## config.mk

```make
export PLATFORM = sky130hd
export DESIGN_NAME = mul_seq_ctrl
export DESIGN_NICKNAME = d
export VERILOG_FILES = /design/src/rtl/mul_seq_ctrl.sv
export SDC_FILE = /design/constraint.sdc
export NUM_CORES = 1
export LEC_CHECK = 0
export BUFFER_PORTS_ARGS = -buffer_cell sky130_fd_sc_hd__buf_2
export CAP_MARGIN = 20
export CORE_MARGIN = 1.5
export CORE_UTILIZATION = 58
export DETAILED_ROUTE_END_ITERATION = 8
export PLACE_DENSITY = 0.77
export SYNTH_ARGS = -nofsm -noshare
export SYNTH_HDL_FRONTEND = slang
export SYNTH_SLANG_ARGS = --single-unit
export TNS_END_PERCENT = 5
```

## constraint.sdc

```tcl
create_clock -name clk_i -period 2.9 [get_ports clk_i]
set_clock_uncertainty 0.15 [all_clocks]
set_input_delay 0 -clock clk_i [delete_from_list [all_inputs] [get_ports clk_i]]
set_output_delay 0 -clock clk_i [all_outputs]
set_load 0.01 [all_outputs]
```

## src/rtl/mul_seq_ctrl.sv

```systemverilog
// Shift-add MUL sequencer beside the EX-stage ALU: stalls the pipeline while iterating, then pulses valid_o.
// Optional early exit on an exhausted multiplier is enabled by defining MUL_EARLY_TERM_EN.
module mul_seq_ctrl #(
  parameter int WIDTH = 32,
  parameter int CNT_W = $clog2(WIDTH) + 1
) (
  input  logic             clk_i,
  input  logic             rst_i,
  input  logic             issue_i,
  input  logic [2:0]       ALUCtrl_i,
  input  logic [WIDTH-1:0] src1_i,
  input  logic [WIDTH-1:0] src2_i,
  input  logic             flush_i,
  output logic             stall_o,
  output logic             busy_o,
  output logic             valid_o,
  output logic [WIDTH-1:0] result_o
);

  typedef enum logic [1:0] {
    IDLE = 2'd0,
    RUN  = 2'd1,
    DONE = 2'd2
  } state_t;

  localparam logic [2:0]       MUL_CODE = 3'b110;
  localparam logic [CNT_W-1:0] CNT_INIT = CNT_W'(WIDTH);
  localparam logic [CNT_W-1:0] CNT_ONE  = CNT_W'(1);

  state_t           state, state_nxt;
  logic [CNT_W-1:0] count, count_nxt;
  logic [WIDTH-1:0] acc, acc_nxt;
  logic [WIDTH-1:0] mcand, mcand_nxt;
  logic [WIDTH-1:0] mplier, mplier_nxt;
  logic [WIDTH-1:0] result_q, result_nxt;
  logic             req;
  logic [WIDTH-1:0] sum;

  assign req      = issue_i && (ALUCtrl_i == MUL_CODE) && !flush_i;
  assign sum      = mplier[0] ? (acc + mcand) : acc;
  assign busy_o   = (state != IDLE);
  assign result_o = result_q;

  always_ff @(posedge clk_i or negedge rst_i) begin
    if (!rst_i) begin
      state    <= IDLE;
      count    <= '0;
      acc      <= '0;
      mcand    <= '0;
      mplier   <= '0;
      result_q <= '0;
    end else begin
      state    <= state_nxt;
      count    <= count_nxt;
      acc      <= acc_nxt;
      mcand    <= mcand_nxt;
      mplier   <= mplier_nxt;
      result_q <= result_nxt;
    end
  end

  // result_q is loaded on entry to DONE so it equals acc there and then
  // holds through IDLE even after a later issue clears acc.
  always_comb begin
    state_nxt  = state;
    count_nxt  = count;
    acc_nxt    = acc;
    mcand_nxt  = mcand;
    mplier_nxt = mplier;
    result_nxt = result_q;
    stall_o    = 1'b0;
    valid_o    = 1'b0;
    case (state)
      IDLE: begin
        stall_o = req;
        if (req) begin
          mcand_nxt  = src1_i;
          mplier_nxt = src2_i;
          acc_nxt    = '0;
          count_nxt  = CNT_INIT;
          state_nxt  = RUN;
`ifdef MUL_EARLY_TERM_EN
          if (src2_i == '0) begin
            state_nxt  = DONE;
            result_nxt = '0;
          end
`endif
        end
      end
      RUN: begin
        if (flush_i) begin
          state_nxt = IDLE;
        end else begin
          stall_o    = 1'b1;
          acc_nxt    = sum;
          mcand_nxt  = mcand << 1;
          mplier_nxt = mplier >> 1;
          count_nxt  = count - CNT_ONE;
          if (count == CNT_ONE) begin
            state_nxt  = DONE;
            result_nxt = sum;
          end
`ifdef MUL_EARLY_TERM_EN
          if ((mplier >> 1) == '0) begin
            state_nxt  = DONE;
            result_nxt = sum;
          end
`endif
        end
      end
      DONE: begin
        valid_o   = !flush_i;
        state_nxt = IDLE;
      end
      default: begin
        state_nxt = IDLE;
      end
    endcase
  end

endmodule

```

-- After elaboration in Yosys (flattened, before gate mapping)
Cells that the tools add are included.
- add/sub/neg operators: 2
- multipliers: 0
- div/mod/pow operators: 0
- $lt $le $gt $ge: 0
- equal/unequal tests: 7
- shifts and indexed selects: 0
- multiplexer cells: 20
- bitwise operators: 1
- reduce and logical (&&, ||, !) cells: 9
- operators by type and width (cell ; count):
    two-way mux 32 bit ; 7
    case mux 32 bit (2 select lines) ; 3
    adder 32 bit ; 1
    two-way mux 6 bit ; 2
    case mux 6 bit (2 select lines) ; 1
    == test 6 x 1 -> 1 bit, second input constant ; 1
    two-way mux 2 bit ; 3
    AND reduction 3 bit ; 2
    subtractor 6 x 1 -> 6 bit, second input constant ; 1
    inequality test 2 bit, second input constant ; 2
    case mux 2 bit (2 select lines) ; 1
    nonzero test 2 bit ; 2
    == test 3 bit, second input constant ; 1
    inequality test 3 bit, second input constant ; 1
    == test 2 x 1 -> 1 bit, second input constant ; 1
    == test 2 bit, second input constant ; 1
    logical AND 1 bit ; 2
    logical NOT 2 bit ; 1
    two-way mux 1 bit ; 2
    case mux 1 bit (2 select lines) ; 1
    AND reduction 2 bit ; 1
    logical NOT 1 bit ; 1
    NOT 1 bit ; 1
- register bits: 136
- bits in latches: 0
- RAM bits: 0
- bits in read-only memories: 0
- output and inout bits: 35
- word-level logic and storage cells: 45
- memories kept: 0

-- Logic depth before layout (Yosys ltp)
Gate-level depths: netlist of run 1.
- word-level depth: 5
- mapped depth: 11
- depth with buffers taken out: 11

-- Worst setup path before layout of run 1
OpenSTA, ideal clock, no wires.
- path type: register to register
- start point: reg acc[0]
- end point: reg acc[28]
- library setup time: 0.121 ns
- arrival time: 2.419 ns
- setup slack: 0.210 ns
- stages on the path, launching flop included: 11
- buffers on the path: 0
- cells stage by stage: dfrtp_1 -> ha_1 -> fa_1 -> a21o_1 -> a221oi_2 -> a31o_2 -> o32ai_2 -> a21oi_1 -> o21ai_1 -> xor2_1 -> a22o_1
- longest elaborated chain between the ends: 4
- ends and longest elaborated chain (element ; line ; source):
    start, declared ; 32 ; logic [WIDTH-1:0] acc, acc_nxt;
    start signal, assigned ; 55 ; acc <= acc_nxt;
    adder 32 bit ; 40 ; assign sum = mplier[0] ? (acc + mcand) : acc;
    two-way mux 32 bit ; 40 ;
    two-way mux 32 bit ; 91 ; if (flush_i) begin
    case mux 32 bit (2 select lines) ; 73 ; case (state)
Every way passes these cells. The select of a mux whose other input is x is not followed.
A chain may end at the register's enable or synchronous reset.

-- Worst setup path after layout of run 1
- start point: reg acc[13]
- end point: reg result_q[31], in the netlist result_o[31]
- longest elaborated chain between the ends: 2
- ends and longest elaborated chain (element ; line ; source):
    adder 32 bit ; 40 ;
    two-way mux 32 bit ; 40 ;
    end signal, assigned ; 58 ; result_q <= result_nxt;
    end, declared ; 35 ; logic [WIDTH-1:0] result_q, result_nxt;
Every way passes these cells.

==> Implementation_results.wiki, run 1 <==
{| class="wikitable"
! Metric !! Value
|-
| Cells taking the most area after synthesis || dfrtp_1 (46%), nand2_1 (8.8%), ha_1 (5.6%)
|-
| Number of H-tree levels || 4
|-
| Critical path startpoint category || flop
|-
| Gate count of the mapped netlist || 779
|-
| CTS tree || built
|-
| Largest fanout on the critical path || 9
|-
| X dimension of the die || 116 µm
|-
| Worst Setup End Kind || flop
|-
| Worst reg2reg path startpoint || acc[13]
|-
| EDFF count, synth || 0
|-
| ANT cells || 0
|-
| Final Max Slew Viols || 0
|-
| Max-cap violations || 0
|-
| NetSw || 2370 µW
|-
| Critical path startpoint || acc[13]
|-
| Total grt overflow || 0
|-
| Site Rows || 40
|-
| Largest family of logic cells by synthesized area || compound AO/OA/AOI/OAI gates
|-
| Die Y || 116 µm
|-
| Initial DRT Pass Iterations || 6
|-
| Area of the mapped netlist || 0.00735 mm²
|-
| Worst EP required || 3.09 ns
|-
| Share of the synthesized area in the top cell type || 0.463
|-
| Sequential share of power || 0.393
|-
| Leading area contributor after synthesis || dfrtp_1
|-
| Power density over cell area || 722 mW/mm²
|-
| Final hold violations || 0
|-
| Drt first-iter violations || 505
|-
| Fraction of final layout cells sized beyond drive strength 1 || 0.200
|-
| Worst Path Class, Setup || flop to flop
|-
| Clock network power share || 0.302
|-
| Deepest clock path buffer count || 2
|-
| Global-route wire length before repair || 32500 µm
|-
| Number of nets with antenna violations after detailed routing || 0
|-
| Min Clock Period, post-route || 2.83 ns
|-
| Clock sink count || 136
|-
| Minimum setup slack among reg-to-reg paths || 0.07 ns
|-
| Placer's final routability congestion estimate || 0.917
|-
| Maximum number of pins on one net before global-route repair || 80
|-
| Endpoint of the most critical setup path || result_o[31]
|-
| Clk Latency, worst-skew pair || 0.43 ns
|-
| Mean instance size in the synthesized netlist || 9.44 µm²
|-
| All-Layer GR Usage || 0.316
|-
| Fraction of the mapped netlist area in simple logic gates || 0.148
|-
| Least setup slack across all paths after layout || 0.0660 ns
|-
| Result of the run || complete, no violations
|-
| Die area || 0.0134 mm²
|-
| Prevailing post-synth register cell || dfrtp_1
|-
| Synth async-reset ratio || 1.00
|-
| Nets@finish || 1055
|-
| Combinational Power Share || 0.304
|-
| WP data arrival || 3.03 ns
|-
| Synth Net Count || 884
|-
| Adder-Cell Fraction of Synth Area || 0.0589
|-
| Mux share of post-synthesis cell area || 0.0517
|-
| Final period utilization || 0.977
|-
| Area of the core || 0.0122 mm²
|-
| Drc violations || 0
|-
| Synthesis-to-layout area growth || 28.3%
|-
| Count of warnings emitted by yosys || 0
|-
| Initial antenna violation count || 0
|-
| Worst min path class || input port to async pin
|-
| Clock-pin transition on the worst setup and hold timing paths || 0.06 ns
|-
| Setup repair after global routing missed its margin || true
|-
| Depth of the most critical reg-to-reg path || 10
|-
| Share of synthesized area occupied by flip-flops and latches || 0.463
|-
| End of the worst register-to-register path || result_o[31]
|-
| Post-DP HPWL || 12700 µm
|-
| Worst-margin pin slew || 0.698 ns
|-
| Hold slack final || 0.0110 ns
|-
| Post-Synth XOR/XNOR Area || 0.0393
|-
| Via count || 6529
|-
| Wirelength, routed || 20100 µm
|-
| P_leak || 0.00473 µW
|-
| Vias in the first global route || 6650
|-
| Number of buffers added by the clock tree synthesis step || 17
|-
| Compound-cell area share of the yosys netlist || 0.207
|-
| Worst setup slack before clock tree synthesis || -0.0374 ns
|-
| Internal power of the cells || 4440 µW
|-
| Achievable Freq || 353 MHz
|-
| Synth unique cells || 62
|-
| Via-to-Cell Ratio || 5.79
|-
| Layout filler cell count || 865
|-
| Routed wirelength normalized by instance count || 17.9 µm
|-
| Number of placed I/O pins || 106
|-
| Effective utilization at floorplan || 0.602
|-
| Final setup violating endpoints || 0
|-
| Number of flip-flops and latches in the synthesized netlist || 136
|-
| Relative slew slack || 0.535
|-
| Peak ir drop on the vdd network || 0.502 mV
|-
| Number of buffers added on ports || 105
|-
| CTS Root Cell || clkbuf_16
|-
| Proportion of total power due to net switching || 0.348
|}
[power by group through the flow]
stage | logic [µW] | registers (µW) | clock network [µW]
6_report | 2070 | 2680 | 2060
5_1_grt | 2300 | 2730 | 2170
2_1_floorplan | 1400 | 2580 | 0
3_3_place_gp | 1800 | 2660 | 0
4_1_cts | 1960 | 2660 | 2080
3_5_place_dp | 1870 | 2680 | 0
[synthesized netlist by cell type (7+ instances only)]
cell and instances:
a22o_1 21, xor2_1 16, clkbuf_1 32, nand3_1 12, a21oi_1 33, mux2i_1 38
a21o_1 18, xnor2_1 17, inv_1 7, dfrtp_1 136, o21ai_1 8, o21ai_0 65
ha_1 33, nand2_1 172, a22oi_1 45, nor2_1 27
[worst min path at each step]
| stage | startpoint | to | slack (ns) | cells after the start |
|---|---|---|---|---|
| finish | rst_i | mcand[11] | 0.01 | 2 |
| global route | rst_i | mcand[12] | 0.1 | 2 |
| CTS | rst_i | acc[11] | 0.05 | 2 |
| detailed placement | rst_i | result_o[11] | -0.07 | 1 |
| global placement | rst_i | result_o[12] | -0.08 | 1 |
| floorplan | rst_i | acc[0] | -0.45 | 0 |
[cells by family after synthesis]
family | Yosys count
AOI/OAI and AO/OA | 229
buffers and inverters | 55
xor gates and xnor gates | 33
muxes | 38
DFF | 136
and+or+nand+nor | 254
adders and majority gates | 34
[flip-flops by register name, indices dropped and copies added (netlist names)]
name      count
acc          32
count         6
state         2
mcand        32
mplier       32
result_o     32
[layout by cell type (no fill, tap or decap), types with 4 or more instances in the layout]
cell type      Yosys  routed
clkinv_4           0       4
ha_1              33      29
o21ai_0           65      65
a22o_1            21      21
xnor2_1           17      17
nor2_1            27      26
o21ai_1            8       7
o21bai_1           5       5
nand4_1            5       5
dlygate4sd3_1      0      67
and3_1             6       6
a22oi_1           45      45
inv_1              7       7
nor3_1             6       5
buf_2              5     104
clkbuf_16          0      17
xor2_1            16      15
a21oi_1           33      32
nand2_1          172     172
a31oi_1            5       4
nand3_1           12      12
dfrtp_1          136     136
nand2b_1           6       6
buf_4              1      25
mux2i_1           38      38
a21o_1            18      18
[metal layers]
metal  GRT usage  wire [µm]  vias up
met5           0          0        -
met4       0.106        399        0
met3      0.0643       1160       42
met2       0.542      10200      243
met1       0.401       8370     3130
li1            -          -     3114
[per-stage QoR]
stage | TNS [ns] | area (µm²) | total power [µW] | util | instances
final | 0 | 9440 | 6820 | 0.773 | 1128
after CTS | 0 | 9330 | 6700 | 0.764 | 1123
after global placement | 0 | 8090 | 4460 | 0.662 | 1026
after detailed placement | -0.0374 | 8090 | 4550 | 0.662 | 1026
after floorplan | 0 | 7350 | 3990 | - | 779
after global routing | -0.378 | 9440 | 7190 | 0.773 | 1128
[layout make-up]
class,count,area (µm²),area share
multi-input cells,588,3820,0.404
well taps,168,210,0.0223
inverters,9,38.8,0.00411
clock buffers,17,425,0.0451
clock inverters,12,133,0.0141
repair buffers,198,1410,0.149
flip-flops and latches,136,3400,0.361
[critical path: stages, from the launching register on]
cell and delay (ns):
dfrtp_1 0.40, ha_1 0.47, a41oi_1 0.16, o21ai_1 0.11, a31oi_1 0.13, o21ai_2 0.23, nand3_2 0.12, o31a_1 0.33
xor2_2 0.17, or3_1 0.33, a31oi_1 0.15
[what timing repair did]
item / CTS / global route
endpoints found under the hold margin: 143 / 0
setup endpoints to repair: 4 / 19
pin swaps: 1 / 14
gates resized for setup: 1 / 14
buffers inserted: 1 / 5
hold buffers: 67 / 0
Power figures use the tool's default switching activity.
==> inputs of run 2 (changes only) <==
--- a/config.mk
+++ b/config.mk
@@ -8,9 +8,9 @@
 export BUFFER_PORTS_ARGS = -buffer_cell sky130_fd_sc_hd__buf_2
 export CAP_MARGIN = 20
 export CORE_MARGIN = 1.5
-export CORE_UTILIZATION = 58
+export CORE_UTILIZATION = 30
 export DETAILED_ROUTE_END_ITERATION = 8
-export PLACE_DENSITY = 0.77
+export PLACE_DENSITY = 0.43
 export SYNTH_ARGS = -nofsm -noshare
 export SYNTH_HDL_FRONTEND = slang
 export SYNTH_SLANG_ARGS = --single-unit
==> run 2 against run 1 <==
- flip-flop and latch count unchanged
- die area increased by 91%
- clock-buffer cell count unchanged
- register-to-register slack improved by 0.06 ns
==> Implementation_results.wiki, run 2 (synthesis gave the netlist of run 1 again) <==
{| class="wikitable"
! Metric !! Value
|-
| Number of buffers added on ports || 105 (unchanged)
|-
| Worst setup slack before clock tree synthesis || -0.0498 ns (-0.0124 ns)
|-
| Deepest clock path buffer count || 2 (unchanged)
|-
| Critical path startpoint category || flop
|-
| Least setup slack across all paths after layout || 0.125 ns (+0.0589 ns)
|-
| Achievable Freq || 360 MHz (+2.1%)
|-
| Final hold violations || 0 (unchanged)
|-
| Delay of the slowest cell on the worst path || 0.39 ns (-0.08 ns)
|-
| Placer's final routability congestion estimate || 0.799 (-13%)
|-
| Nets@finish || 1068 (+1.2%)
|-
| Total grt overflow || 0 (unchanged)
|-
| CTS Root Cell || clkbuf_16
|-
| Power density over cell area || 693 mW/mm² (-4.0%)
|-
| Minimum setup slack among reg-to-reg paths || 0.12 ns (+0.06 ns)
|-
| Initial antenna violation count || 0 (unchanged)
|-
| Clk Latency, worst-skew pair || 0.42 ns (about the same)
|-
| Die Y || 160 µm (+38%)
|-
| Fraction of final layout cells sized beyond drive strength 1 || 0.204 (+0.00389)
|-
| Synthesis-to-layout area growth || 33.0%
|-
| Worst-margin pin slew || 0.743 ns (+0.0454 ns)
|-
| Peak ir drop on the vdd network || 0.340 mV (-32%)
|-
| Via count || 6214 (-4.8%)
|-
| Worst min path class || input port to async pin
|-
| Wirelength, routed || 20400 µm (+1.4%)
|-
| Worst EP required || 3.10 ns (about the same)
|-
| Final period utilization || 0.957 (-0.0203)
|-
| Clock-pin transition on the worst setup and hold timing paths || 0.06 ns (about the same)
|-
| Result of the run || complete, no violations
|-
| Worst Path Class, Setup || flop to flop
|-
| Min Clock Period, post-route || 2.78 ns (-0.0589 ns)
|-
| Final Max Slew Viols || 0 (unchanged)
|-
| Die area || 0.0255 mm² (+91%)
|-
| Final setup violating endpoints || 0 (unchanged)
|-
| All-Layer GR Usage || 0.167 (-0.149)
|-
| Max-cap violations || 0 (unchanged)
|-
| Number of H-tree levels || 4 (unchanged)
|-
| Drc violations || 0 (unchanged)
|-
| Global-route wire length before repair || 33900 µm (+4.3%)
|-
| Via-to-Cell Ratio || 4.78 (-17%)
|-
| Clock sink count || 136 (unchanged)
|-
| CTS tree || built
|-
| Worst Setup End Kind || flop
|-
| Commonest cells after routing, fill and taps aside || nand2_1 (172), dfrtp_1 (136), buf_2 (104), dlygate4sd3_1 (77), o21ai_0 (65)
|-
| Number of placed I/O pins || 106 (unchanged)
|-
| ANT cells || 0 (unchanged)
|-
| Maximum number of pins on one net before global-route repair || 71 (-11%)
|-
| Most common library cell in the layout ignoring fill and taps || nand2_1
|-
| Initial DRT Pass Iterations || 4 (-2)
|-
| Relative slew slack || 0.504 (-0.0303)
|-
| Largest fanout on the critical path || 5 (-4)
|-
| Drt first-iter violations || 262 (-48%)
|-
| Post-DP HPWL || 14000 µm (+11%)
|-
| Cell with the biggest individual delay on the critical path || dfrtp_1
|-
| Vias in the first global route || 6431 (-3.3%)
|-
| Cell-by-cell listing of the critical path || ha_2 > fa_2 > a21o_1 > a221oi_2 > a31o_4 > o21a_1 > o2111ai_1 > o211ai_1 > xnor2_1 > mux2i_1 > o21ai_1
|-
| X dimension of the die || 160 µm (+38%)
|-
| Area of the core || 0.0242 mm² (+98%)
|-
| Setup repair after global routing missed its margin || true
|-
| Final std cell area, no fill || 0.00978 mm² (+3.7%)
|-
| Site Rows || 57 (+43%)
|-
| Number of nets with antenna violations after detailed routing || 0 (unchanged)
|-
| Routed wirelength normalized by instance count || 15.7 µm (-12%)
|-
| P_leak || 0.00476 µW (+0.51%)
|-
| Number of buffers added by the clock tree synthesis step || 17 (unchanged)
|-
| Effective utilization at floorplan || 0.304 (-0.298)
|-
| Post-Place Cell Area || 0.00835 mm² (+3.2%)
|-
| WP data arrival || 2.97 ns (-0.06 ns)
|}
-- run 2: cell count changes in the layout (fill, tap and decap cells not counted), moves of 2 or more --
cell	delta
dlygate4sd3_1	+10
inv_8	+4
clkinv_2	-3
inv_6	+3
bufinv_16	-2
clkinvlp_4	+2
ha_1	-2
ha_4	+2
-- run 2: timing repair --
item                       CTS  global route
setup endpoints to repair    4            24
hold buffers                77             0
pin swaps                    0             5
hold endpoints to repair   203             0
setup buffers                0             2
resized for setup            1            16
-- run 2: area by class of cell --
cell class,count,area (µm²)
multi-input cells,588,3830
well taps,324,405
flip-flops and latches,136,3400
clock buffers,17,425
fillers,2428,14400
repair buffers,211,1550
clock inverters,15,135
inverters,9,38.8
-- run 2: layer usage --
metal  track usage  share of wire  wire length (µm)
met1         0.220           0.48              9880
met2         0.276           0.47              9700
met3        0.0331          0.030               619
met4        0.0489          0.011               232
met5             0              0                 0
-- run 2: critical path: cells and delay by family (launching register included) --
| family | cells | cell delay [ns] |
|---|---|---|
| AO/OA/AOI/OAI | 7 | 1.33 |
| XOR/XNOR | 1 | 0.17 |
| adder cells (fa/ha/maj) | 2 | 0.56 |
| flip-flops | 1 | 0.39 |
| multiplexers | 1 | 0.10 |
-- run 2: report_power, final --
| part | switching [µW] | internal [µW] |
|---|---|---|
| sequential | 370 | 2310 |
| combinational | 1100 | 914 |
| clock | 963 | 1130 |
| total | 2440 | 4350 |
-- run 2: final timing paths --
check	from	to	depth (start not counted)
worst min register to register	mplier[17]	mplier[17]	2
worst max register to register	acc[0]	result_o[30]	11
min in group clk_i	flush_i	acc[26]	4
worst min-delay path	rst_i	result_o[16]	2
max in group asynchronous	rst_i	count[1]	3
worst max-delay path	acc[0]	result_o[30]	11
-- run 2: metrics by stage --
step / setup TNS (ns) / power, µW / hold WS (ns) / utilization / instances
after global routing: -0.0246 / 7280 / 0.0811 / 0.405 / 1300
after CTS: 0 / 6830 / 0.0480 / 0.400 / 1298
after global placement: 0 / 4610 / -0.0667 / 0.345 / 1189
after detailed placement: -0.0904 / 4610 / -0.0699 / 0.345 / 1189
after floorplan: 0 / 3990 / -0.446 / - / 779
final: 0 / 6780 / 0.0220 / 0.405 / 1300
